## src/rtl/fruit_pkg.sv

```systemverilog
// ----------------------------------------------------------------------------
// fruit_pkg
// Shared definitions for the per-fruit kinematics stage: screen and sprite
// defaults, the FSM state type, the signed position type and a helper that
// widens an 8-bit signed velocity to position width.
// ----------------------------------------------------------------------------
package fruit_pkg;

    localparam int SCREEN_W_DEF   = 640;
    localparam int SCREEN_H_DEF   = 480;
    localparam int FRUIT_SX_DEF   = 32;
    localparam int FRUIT_SY_DEF   = 32;
    localparam int GRAV_DEF       = 1;
    localparam int GRAV_DIV_DEF   = 2;
    localparam int SLICE_HOLD_DEF = 20;

    typedef enum logic [1:0] {
        IDLE   = 2'd0,
        FLY    = 2'd1,
        SLICED = 2'd2
    } fruit_state_t;

    typedef logic signed [11:0] pos_t;

    // Sign-extend an 8-bit two's-complement velocity to position width.
    function automatic pos_t sext_vel(input logic [7:0] v);
        return pos_t'($signed(v));
    endfunction

endpackage

```

## src/rtl/fruit_integrator.sv

```systemverilog
// ----------------------------------------------------------------------------
// fruit_integrator
// Holds the fruit position (x, y) and velocity (vx, vy) plus the gravity
// divider. A load presets the launch state; a step advances one frame using
// the current velocity, then applies gravity every GRAV_DIV-th step.
// o_retire reports whether the position/velocity after the pending step
// leaves the screen; it is only meaningful together with i_step.
//
// Ports
//   i_clk, i_rst_n      clock, asynchronous active-low reset
//   i_load              preset x=launch_x, y=SCREEN_H, vx/vy, gcnt=0
//   i_step              advance one frame (ignored when i_load is high)
//   i_launch_x/vx/vy    launch values (x unsigned, velocities signed)
//   o_pos_x, o_pos_y    low 10 bits of the registered position
//   o_retire            post-step position/velocity is off screen
// ----------------------------------------------------------------------------
module fruit_integrator
    import fruit_pkg::*;
#(
    parameter int SCREEN_W = SCREEN_W_DEF,
    parameter int SCREEN_H = SCREEN_H_DEF,
    parameter int FRUIT_SX = FRUIT_SX_DEF,
    parameter int GRAV     = GRAV_DEF,
    parameter int GRAV_DIV = GRAV_DIV_DEF
) (
    input  logic       i_clk,
    input  logic       i_rst_n,
    input  logic       i_load,
    input  logic       i_step,
    input  logic [9:0] i_launch_x,
    input  logic [7:0] i_launch_vx,
    input  logic [7:0] i_launch_vy,
    output logic [9:0] o_pos_x,
    output logic [9:0] o_pos_y,
    output logic       o_retire
);

    localparam pos_t       X_LEFT    = pos_t'(-FRUIT_SX);
    localparam pos_t       X_RIGHT   = pos_t'(SCREEN_W);
    localparam pos_t       Y_BOTTOM  = pos_t'(SCREEN_H);
    localparam logic [3:0] GCNT_LAST = 4'(GRAV_DIV - 1);
    localparam logic [7:0] GRAV_STEP = 8'(GRAV);

    pos_t       r_x;
    pos_t       r_y;
    logic [7:0] r_vx;
    logic [7:0] r_vy;
    logic [3:0] r_gcnt;

    pos_t       w_next_x;
    pos_t       w_next_y;
    logic [7:0] w_next_vy;
    logic [3:0] w_next_gcnt;
    logic       w_grav;
    logic       w_falling;
    logic       w_off_side;

    // Position moves with the velocity held before this frame's gravity,
    // so gravity takes effect on the following frame.
    always_comb begin
        w_next_x    = r_x + sext_vel(r_vx);
        w_next_y    = r_y - sext_vel(r_vy);
        w_grav      = (r_gcnt == GCNT_LAST);
        w_next_vy   = w_grav ? (r_vy - GRAV_STEP) : r_vy;
        w_next_gcnt = w_grav ? 4'd0 : (r_gcnt + 4'd1);
        // Falling check needs vy<=0 so a fresh launch from the bottom edge
        // (y == SCREEN_H, moving up) is not retired.
        w_falling   = ($signed(w_next_vy) <= 8'sd0) && (w_next_y >= Y_BOTTOM);
        w_off_side  = (w_next_x <= X_LEFT) || (w_next_x >= X_RIGHT);
    end

    always_ff @(posedge i_clk or negedge i_rst_n) begin
        if (!i_rst_n) begin
            r_x    <= '0;
            r_y    <= '0;
            r_vx   <= '0;
            r_vy   <= '0;
            r_gcnt <= '0;
        end else if (i_load) begin
            r_x    <= {2'b00, i_launch_x};
            r_y    <= Y_BOTTOM;
            r_vx   <= i_launch_vx;
            r_vy   <= i_launch_vy;
            r_gcnt <= '0;
        end else if (i_step) begin
            r_x    <= w_next_x;
            r_y    <= w_next_y;
            r_vy   <= w_next_vy;
            r_gcnt <= w_next_gcnt;
        end
    end

    // Negative x wraps modulo 1024; the downstream mapper relies on that.
    assign o_pos_x  = r_x[9:0];
    assign o_pos_y  = r_y[9:0];
    assign o_retire = w_falling || w_off_side;

endmodule

```

## src/rtl/fruit_motion.sv

```systemverilog
// ----------------------------------------------------------------------------
// fruit_motion
// Per-fruit kinematics stage feeding color_mapper. Launches a fruit from the
// bottom edge, integrates it once per frame, tracks slicing and retires the
// fruit when it leaves the screen or after the slice hold time.
//
// Ports
//   Clk, Reset_n        clock, asynchronous active-low reset
//   frame_tick          one-Clk pulse per frame
//   launch              launch request, taken only in IDLE
//   launch_x/vx/vy      launch position (unsigned) and velocities (signed)
//   slice_hit           blade overlap strobe, taken only in FLY
//   fruitX/fruitY       sprite top-left, low 10 bits of signed position
//   fruitSX/fruitSY     sprite size while active, else 0
//   active, sliced      state flags
//   slice_pulse         one Clk on entry to SLICED
//   miss_pulse          one Clk when an unsliced fruit retires
//   dbg_state           current FSM state (fruit_state_t encoding)
// All outputs are registered: they change one Clk after the causing input.
// ----------------------------------------------------------------------------
module fruit_motion
    import fruit_pkg::*;
#(
    parameter int SCREEN_W   = SCREEN_W_DEF,
    parameter int SCREEN_H   = SCREEN_H_DEF,
    parameter int FRUIT_SX   = FRUIT_SX_DEF,
    parameter int FRUIT_SY   = FRUIT_SY_DEF,
    parameter int GRAV       = GRAV_DEF,
    parameter int GRAV_DIV   = GRAV_DIV_DEF,
    parameter int SLICE_HOLD = SLICE_HOLD_DEF
) (
    input  logic       Clk,
    input  logic       Reset_n,
    input  logic       frame_tick,
    input  logic       launch,
    input  logic [9:0] launch_x,
    input  logic [7:0] launch_vx,
    input  logic [7:0] launch_vy,
    input  logic       slice_hit,
    output logic [9:0] fruitX,
    output logic [9:0] fruitY,
    output logic [9:0] fruitSX,
    output logic [9:0] fruitSY,
    output logic       active,
    output logic       sliced,
    output logic       slice_pulse,
    output logic       miss_pulse,
    output logic [1:0] dbg_state
);

    localparam logic [9:0] SX10      = 10'(FRUIT_SX);
    localparam logic [9:0] SY10      = 10'(FRUIT_SY);
    localparam logic [4:0] HOLD_LAST = 5'(SLICE_HOLD - 1);

    fruit_state_t r_state;
    logic [4:0]   r_hcnt;

    logic w_load;
    logic w_step;
    logic w_retire;

    // A launch cycle only loads; a frame_tick in that same cycle is dropped.
    assign w_load = (r_state == IDLE) && launch;
    assign w_step = (r_state != IDLE) && frame_tick;

    fruit_integrator #(
        .SCREEN_W (SCREEN_W),
        .SCREEN_H (SCREEN_H),
        .FRUIT_SX (FRUIT_SX),
        .GRAV     (GRAV),
        .GRAV_DIV (GRAV_DIV)
    ) u_integrator (
        .i_clk       (Clk),
        .i_rst_n     (Reset_n),
        .i_load      (w_load),
        .i_step      (w_step),
        .i_launch_x  (launch_x),
        .i_launch_vx (launch_vx),
        .i_launch_vy (launch_vy),
        .o_pos_x     (fruitX),
        .o_pos_y     (fruitY),
        .o_retire    (w_retire)
    );

    always_ff @(posedge Clk or negedge Reset_n) begin
        if (!Reset_n) begin
            r_state     <= IDLE;
            r_hcnt      <= '0;
            active      <= 1'b0;
            sliced      <= 1'b0;
            slice_pulse <= 1'b0;
            miss_pulse  <= 1'b0;
            fruitSX     <= '0;
            fruitSY     <= '0;
        end else begin
            slice_pulse <= 1'b0;
            miss_pulse  <= 1'b0;
            case (r_state)
                IDLE: begin
                    if (launch) begin
                        r_state <= FLY;
                        active  <= 1'b1;
                        fruitSX <= SX10;
                        fruitSY <= SY10;
                    end
                end
                FLY: begin
                    // Leaving the screen outranks a slice in the same cycle.
                    if (frame_tick && w_retire) begin
                        r_state    <= IDLE;
                        active     <= 1'b0;
                        fruitSX    <= '0;
                        fruitSY    <= '0;
                        miss_pulse <= 1'b1;
                    end else if (slice_hit) begin
                        r_state     <= SLICED;
                        sliced      <= 1'b1;
                        r_hcnt      <= '0;
                        slice_pulse <= 1'b1;
                    end
                end
                SLICED: begin
                    if (frame_tick) begin
                        if (w_retire || (r_hcnt == HOLD_LAST)) begin
                            r_state <= IDLE;
                            active  <= 1'b0;
                            sliced  <= 1'b0;
                            fruitSX <= '0;
                            fruitSY <= '0;
                        end else begin
                            r_hcnt <= r_hcnt + 5'd1;
                        end
                    end
                end
                default: begin
                    r_state <= IDLE;
                    active  <= 1'b0;
                    sliced  <= 1'b0;
                    fruitSX <= '0;
                    fruitSY <= '0;
                end
            endcase
        end
    end

    assign dbg_state = r_state;

endmodule

```

## config.mk

```make
export PLATFORM = sky130hd
export DESIGN_NAME = fruit_motion
export DESIGN_NICKNAME = d
export VERILOG_FILES = /design/src/rtl/fruit_pkg.sv /design/src/rtl/fruit_integrator.sv /design/src/rtl/fruit_motion.sv
export SDC_FILE = /design/constraint.sdc
export NUM_CORES = 1
export LEC_CHECK = 0
export ABC_AREA = 1
export CAP_MARGIN = 15
export CORE_ASPECT_RATIO = 1.4
export CORE_MARGIN = 2
export CORE_UTILIZATION = 45
export DETAILED_ROUTE_END_ITERATION = 12
export PLACE_DENSITY_LB_ADDON = 0.05
export SYNTH_ARGS = -nofsm -noshare
export SYNTH_HDL_FRONTEND = slang
export SYNTH_SLANG_ARGS = --single-unit
```

## constraint.sdc

```tcl
create_clock -name Clk -period 6.3 [get_ports Clk]
set_input_delay 1.575 -clock Clk [delete_from_list [all_inputs] [get_ports Clk]]
set_output_delay 1.575 -clock Clk [all_outputs]
set_load 0.02 [all_outputs]
```

==> flow_metrics.tcl, run 1 <==
set metrics [dict create \
    cp.arrival_ns 3.44 \
    drt-initial-drc-count 245 \
    crit_type "input pin to register" \
    start_kind "input pin" \
    critPathSlowestCell "clkdlybuf4s50_1" \
    yosys.area.top_type "dfrtp_1" \
    rrSetupSlack_ns 3.61 \
    finalClockSkew_ns 0.00459 \
    rr_worst_depth 19 \
    worstReg2RegStart "u_integrator.r_x[0]" \
    clockBufferDepth 2 \
    fin_tns_setup_ns 0 \
    yosys-top-cells-area "dfrtp_1, nand2_1, ha_1, buf_4, inv_1" \
    wl_um 10300 \
    synth_area_per_cell_um2 6.97 \
    gr-total-overflow 0 \
    dpl.cell_count 767 \
    port_buffers 58 \
    max_stage_delay_ns 0.48 \
    hold_depth 2 \
    synth_fa_ha_area_share_pct 8.38 \
    yosysTopAreaCellShare_pct 31.6 \
    placementRows 42 \
    synthSimpleGateAreaFrac_pct 35.2 \
    syn2layout_area_growth_pct 14.1 \
    final_area_mm2 0.00498 \
    synth_xor_area_share_pct 1.78 \
    ys_seq_area_share_pct 31.6 \
    min_to "u_integrator.r_vx[4]" \
    synth.area.mux_share_pct 0 \
    die_h_um 120 \
    synth_common_cells "nand2_1, inv_1, dfrtp_1" \
    worst_pin_slew_ns 0.713 \
    irDropWorstVdd_v 0.000235 \
    power-per-cell-area_mw_per_mm2 612 \
    endpoint_kind "register" \
    min_period_over_period_pct 51.7 \
    crit_chain "clkdlybuf4s50_1, inv_1, nor2_1, buf_4, nor2_1, clkinv_1, o22ai_1, inv_1" \
    vias 3932 \
    io_pins 77 \
    grt_pass1_vias 3819 \
    track_usage_pct 20.8 \
    setup_viol 0 \
    critPathBufInv 5 \
    place_ws_ns 2.70 \
    ant_nets 0 \
    hold_slack_ns 0.482 \
    h-tree-depth 2 \
    min-delay-start "u_integrator.r_vx[4]" \
    die_width_um 87.2 \
    clk_latency_ns 0.30 \
    ys_types 38 \
    synth_top_family_by_area "simple AND/OR/NAND/NOR gates" \
    cp_max_fo 19 \
    r2r_end "r_hcnt[0]" \
    place_area_mm2 0.00484 \
    synth-seq-cells 55 \
    clkSlewWorstSetupHoldPaths_ns 0.07 \
    syn_inst 626 \
    rsz0062_at_grt "no" \
    synth-edff-count 0 \
    drt_pass1_iterations 4 \
    synth_compound_area_share_pct 8.24 \
    p_leak_nw 2.61 \
    clockRootBuffer "clkbuf_16" \
    fin_crit_ns 3.26 \
    drive_above_1_share_pct 6.62 \
    required_ns 6.48 \
    synth_ff_type "dfrtp_1" \
    n_antenna_cell 0 \
    place_congestion 0.866 \
    yosysMostFrequentCell "nand2_1" \
    path_delay_family "buffers and inverters" \
    syn_area_mm2 0.00436 \
    grt_max_degree 56 \
    place_hpwl_um 7970 \
    viasPerCell 5.07 \
    slew_headroom_pct 52.5 \
    status "finished clean" \
    hold_violations 0 \
    floorplan.initialDensity_pct 46.1 \
    slew_violations 0 \
    setup_ws_ns 3.04 \
    fmax_ghz 0.307 \
    yosysWarnings 0 \
    nets 723 \
    wl_per_cell_um 13.3 \
    grt_pass1_wl_um 17500 \
    drv_cap 0 \
    core_area_mm2 0.00946 \
    worstHoldPathType "register to register" \
    post_cts_buffers 0 \
    cts_resized 0 \
    cts_hold_buffers 0 \
    numCtsBuffers 5 \
    die_area_mm2 0.0105 \
    cts.sinks 55 \
    fin_cells 775 \
    cts_tree "done" \
    antenna_found_initial 0 \
    critPathLaunch "frame_tick" \
    drc 0 \
    async_flop_share_pct 100 \
]
-- worst max path at each step --
| stage | endpoint | depth (start not counted) |
|---|---|---|
| final | u_integrator.r_y[8] | 8 |
| after global routing | u_integrator.r_y[5] | 8 |
| after global placement | u_integrator.r_y[6] | 8 |
| after detailed placement | u_integrator.r_y[8] | 8 |
| after CTS | u_integrator.r_y[8] | 8 |
| after floorplan | u_integrator.r_x[1] | 6 |
-- metrics by stage --
stage          total power [mW]  utilization, %
2_1_floorplan              2.32               -
3_3_place_gp               2.77            51.2
3_5_place_dp               2.79            51.2
4_1_cts                    3.08            52.6
5_1_grt                    3.39            52.6
6_report                   3.05            52.6
-- registers in the layout, indices dropped and copies added, names as in the netlist --
register             cells
u_integrator.r_x        12
sliced                   1
u_integrator.r_vy        8
slice_pulse              1
miss_pulse               1
u_integrator.r_y        12
r_hcnt                   5
fruitSY                  1
dbg_state                2
u_integrator.r_vx        8
u_integrator.r_gcnt      4
-- report_power, final --
part / leakage [nW] / switching, mW / internal [mW]
Sequential: 0.690 / 0.124 / 0.500
Clock: 0.0679 / 0.122 / 0.147
Combinational: 1.85 / 1.35 / 0.807
-- placed cells by master (no fill, tap or decap), types with 11 or more instances in the layout --
master	Yosys	routed
a21oi_1	12	12
clkdlybuf4s50_1	0	57
conb_1	1	18
dfrtp_1	55	55
ha_1	26	26
inv_1	80	80
nand2_1	219	219
nand3_1	51	51
nand4_1	11	11
nor2_1	35	34
o21ai_0	14	14
-- routing by layer --
layer	routed length (um)	GRT usage [%]	vias to the layer above
li1	-	-	2019
met3	221	2.46	11
met2	5650	38.9	45
met5	0	0	-
met1	4240	23.9	1857
met4	167	7.31	0
-- tightest hold or removal path, stage by stage (launching register included) --
cell and delay [ns]:
dfrtp_1 0.35, nand2_1 0.05, nand2_1 0.05
-- cells by family after synthesis --
| kind of cell | after synthesis |
|---|---|
| buf+inv | 131 |
| other cells | 1 |
| xor+xnor | 8 |
| simple gates | 347 |
| fa+ha+maj | 28 |
| flops | 55 |
| compound gates | 56 |
-- final cells by class --
type / instances / area [um^2]
Timing Repair Buffer: 62 / 606
Tap cell: 110 / 138
Multi-Input combinational cell: 457 / 2410
Clock inverter: 1 / 5.00
Sequential cell: 55 / 1380
Inverter: 83 / 312
Clock buffer: 7 / 133
Fill cell: 948 / 4480
No activity file was read; power rests on OpenSTA's default activity.
==> run 2: changes to the inputs <==
- clock period: 6.3 -> 3 ns (I/O delays scaled with it)
==> flow_metrics.tcl, run 2 (synthesized netlist as in run 1, its figures left out) <==
set metrics [dict create \
    status "finished clean" \
    drt_pass1_iterations 4 \
    placementRows 42 \
    dpl.cell_count 768 \
    reg_top3 "u_integrator.r_x: 12 flops, u_integrator.r_y: 12 flops" \
    slew_violations 0 \
    cts_resized 0 \
    ant_nets 0 \
    rsz0062_at_grt "no" \
    nFillCells 955 \
    clkSlewWorstSetupHoldPaths_ns 0.07 \
    post_cts_buffers 0 \
    port_buffers 58 \
    layout_commonest_cell "nand2_1" \
    fin_tns_setup_ns 0 \
    p_leak_nw 2.62 \
    drc 0 \
    grt_pass1_wl_um 17800 \
    die_area_mm2 0.0105 \
    die_width_um 87.2 \
    wl_per_cell_um 13.6 \
    place_congestion 0.862 \
    multi_input_area_mm2 0.00241 \
    nets 724 \
    fin_cells 774 \
    crit_type "register to register" \
    hold_violations 0 \
    irDropWorstVdd_v 0.000489 \
    floorplan.initialDensity_pct 46.1 \
    io_pins 77 \
    drt-initial-drc-count 124 \
    seq_area_mm2 0.00138 \
    slew_headroom_pct 55.3 \
    cp_max_fo 6 \
    antenna_found_initial 0 \
    n_antenna_cell 0 \
    h-tree-depth 2 \
    top_usage_layer "met2" \
    drive_above_1_share_pct 6.63 \
    die_h_um 120 \
    cts.sinks 55 \
    fin_crit_ns 2.66 \
    required_ns 3.18 \
    setup_viol 0 \
    drv_cap 0 \
    grt_pass1_vias 3942 \
    grtUsageMet2_pct 40.6 \
    gr-total-overflow 0 \
    power-per-cell-area_mw_per_mm2 1280 \
    syn2layout_area_growth_pct 14.4 \
    clockBufferDepth 2 \
    worstHoldPathType "input pin to async pin" \
    use_met3_pct 2.73 \
    clk_latency_ns 0.30 \
    core_area_mm2 0.00946 \
    fmax_ghz 0.375 \
    final_cell_mix "nand2_1, inv_1, clkdlybuf4s50_1, dfrtp_1, nand3_1" \
    cts_tree "done" \
    vias 3895 \
    start_kind "register" \
    met1_usage_pct 23.9 \
    cp.arrival_ns 2.85 \
    track_usage_pct 21.5 \
    min_period_over_period_pct 88.8 \
    viasPerCell 5.03 \
    numCtsBuffers 5 \
    wl_um 10600 \
    finalClockSkew_ns 0.00943 \
    endpoint_kind "register" \
    cts_hold_buffers 0 \
    worst_pin_slew_ns 0.670 \
    grt_max_degree 29 \
    place_hpwl_um 8400 \
    clockRootBuffer "clkbuf_16" \
]
run 2: cell count changes in the layout (fill, tap and decap cells not counted), sizes merged:
| cell | previous run | this run |
|---|---|---|
| buf | 5 | 6 |
| clkbuf | 7 | 6 |
| clkinv | 3 | 2 |
run 2: final cells by class:
class / count / area share (%)
multi-input combinational: 457 / 48.3
timing repair buffer: 63 / 12.5
sequential: 55 / 27.6
clock buffer: 6 / 2.58
tap: 110 / 2.76
inverter: 83 / 6.25
run 2: worst max-delay path: stages, from the launching register on:
cell	delay [ns]
dfrtp_1	0.38
ha_1	0.24
inv_1	0.07
fa_1	0.40
inv_1	0.10
nand3_1	0.09
nand2_1	0.10
nand2_1	0.11
nand3_1	0.11
nand2_1	0.11
nor2_4	0.12
nand3_2	0.07
nand2_2	0.10
nand3_4	0.09
nand2_4	0.08
nand3_4	0.09
nand2_4	0.12
nand2_4	0.07
nand2_1	0.07
nand2_1	0.05
run 2: power by group:
| group | switching, mW | internal [mW] |
|---|---|---|
| registers | 0.266 | 1.05 |
| clock network | 0.251 | 0.301 |
| logic | 2.84 | 1.70 |
| total | 3.36 | 3.05 |
run 2: stage by stage:
stage | util [%] | instance area, um^2 | hold WS, ns | worst slack, ns | total power, mW
2_1_floorplan | - | 4420 | 0.446 | 0.670 | 4.88
3_3_place_gp | 51.4 | 4860 | 0.464 | 0.327 | 5.81
4_1_cts | 52.7 | 4990 | 0.483 | 0.297 | 6.47
5_1_grt | 52.7 | 4990 | 0.522 | 0.0561 | 7.11
6_report | 52.7 | 4990 | 0.479 | 0.336 | 6.41
3_5_place_dp | 51.4 | 4860 | 0.466 | 0.303 | 5.89
run 2: path summary, 6_finish.rpt:
path,startpoint,endpoint,slack (ns),cells after the start
max,u_integrator.r_x[0],r_hcnt[1],0.34,19
max in group asynchronous,Reset_n,fruitSY[5],1.92,2
min in group Clk,u_integrator.r_vx[3],u_integrator.r_vx[3],0.48,2
min,Reset_n,u_integrator.r_y[0],0.48,1
min reg2reg,u_integrator.r_vx[3],u_integrator.r_vx[3],0.48,2
max reg2reg,u_integrator.r_x[0],r_hcnt[1],0.34,19
run 2: metal layers:
layer | vias up | share of wire, %
met3 | 15 | 2.8
met5 | - | 0
met2 | 63 | 55
met1 | 1802 | 41
met4 | 0 | 2.0
li1 | 2015 | -
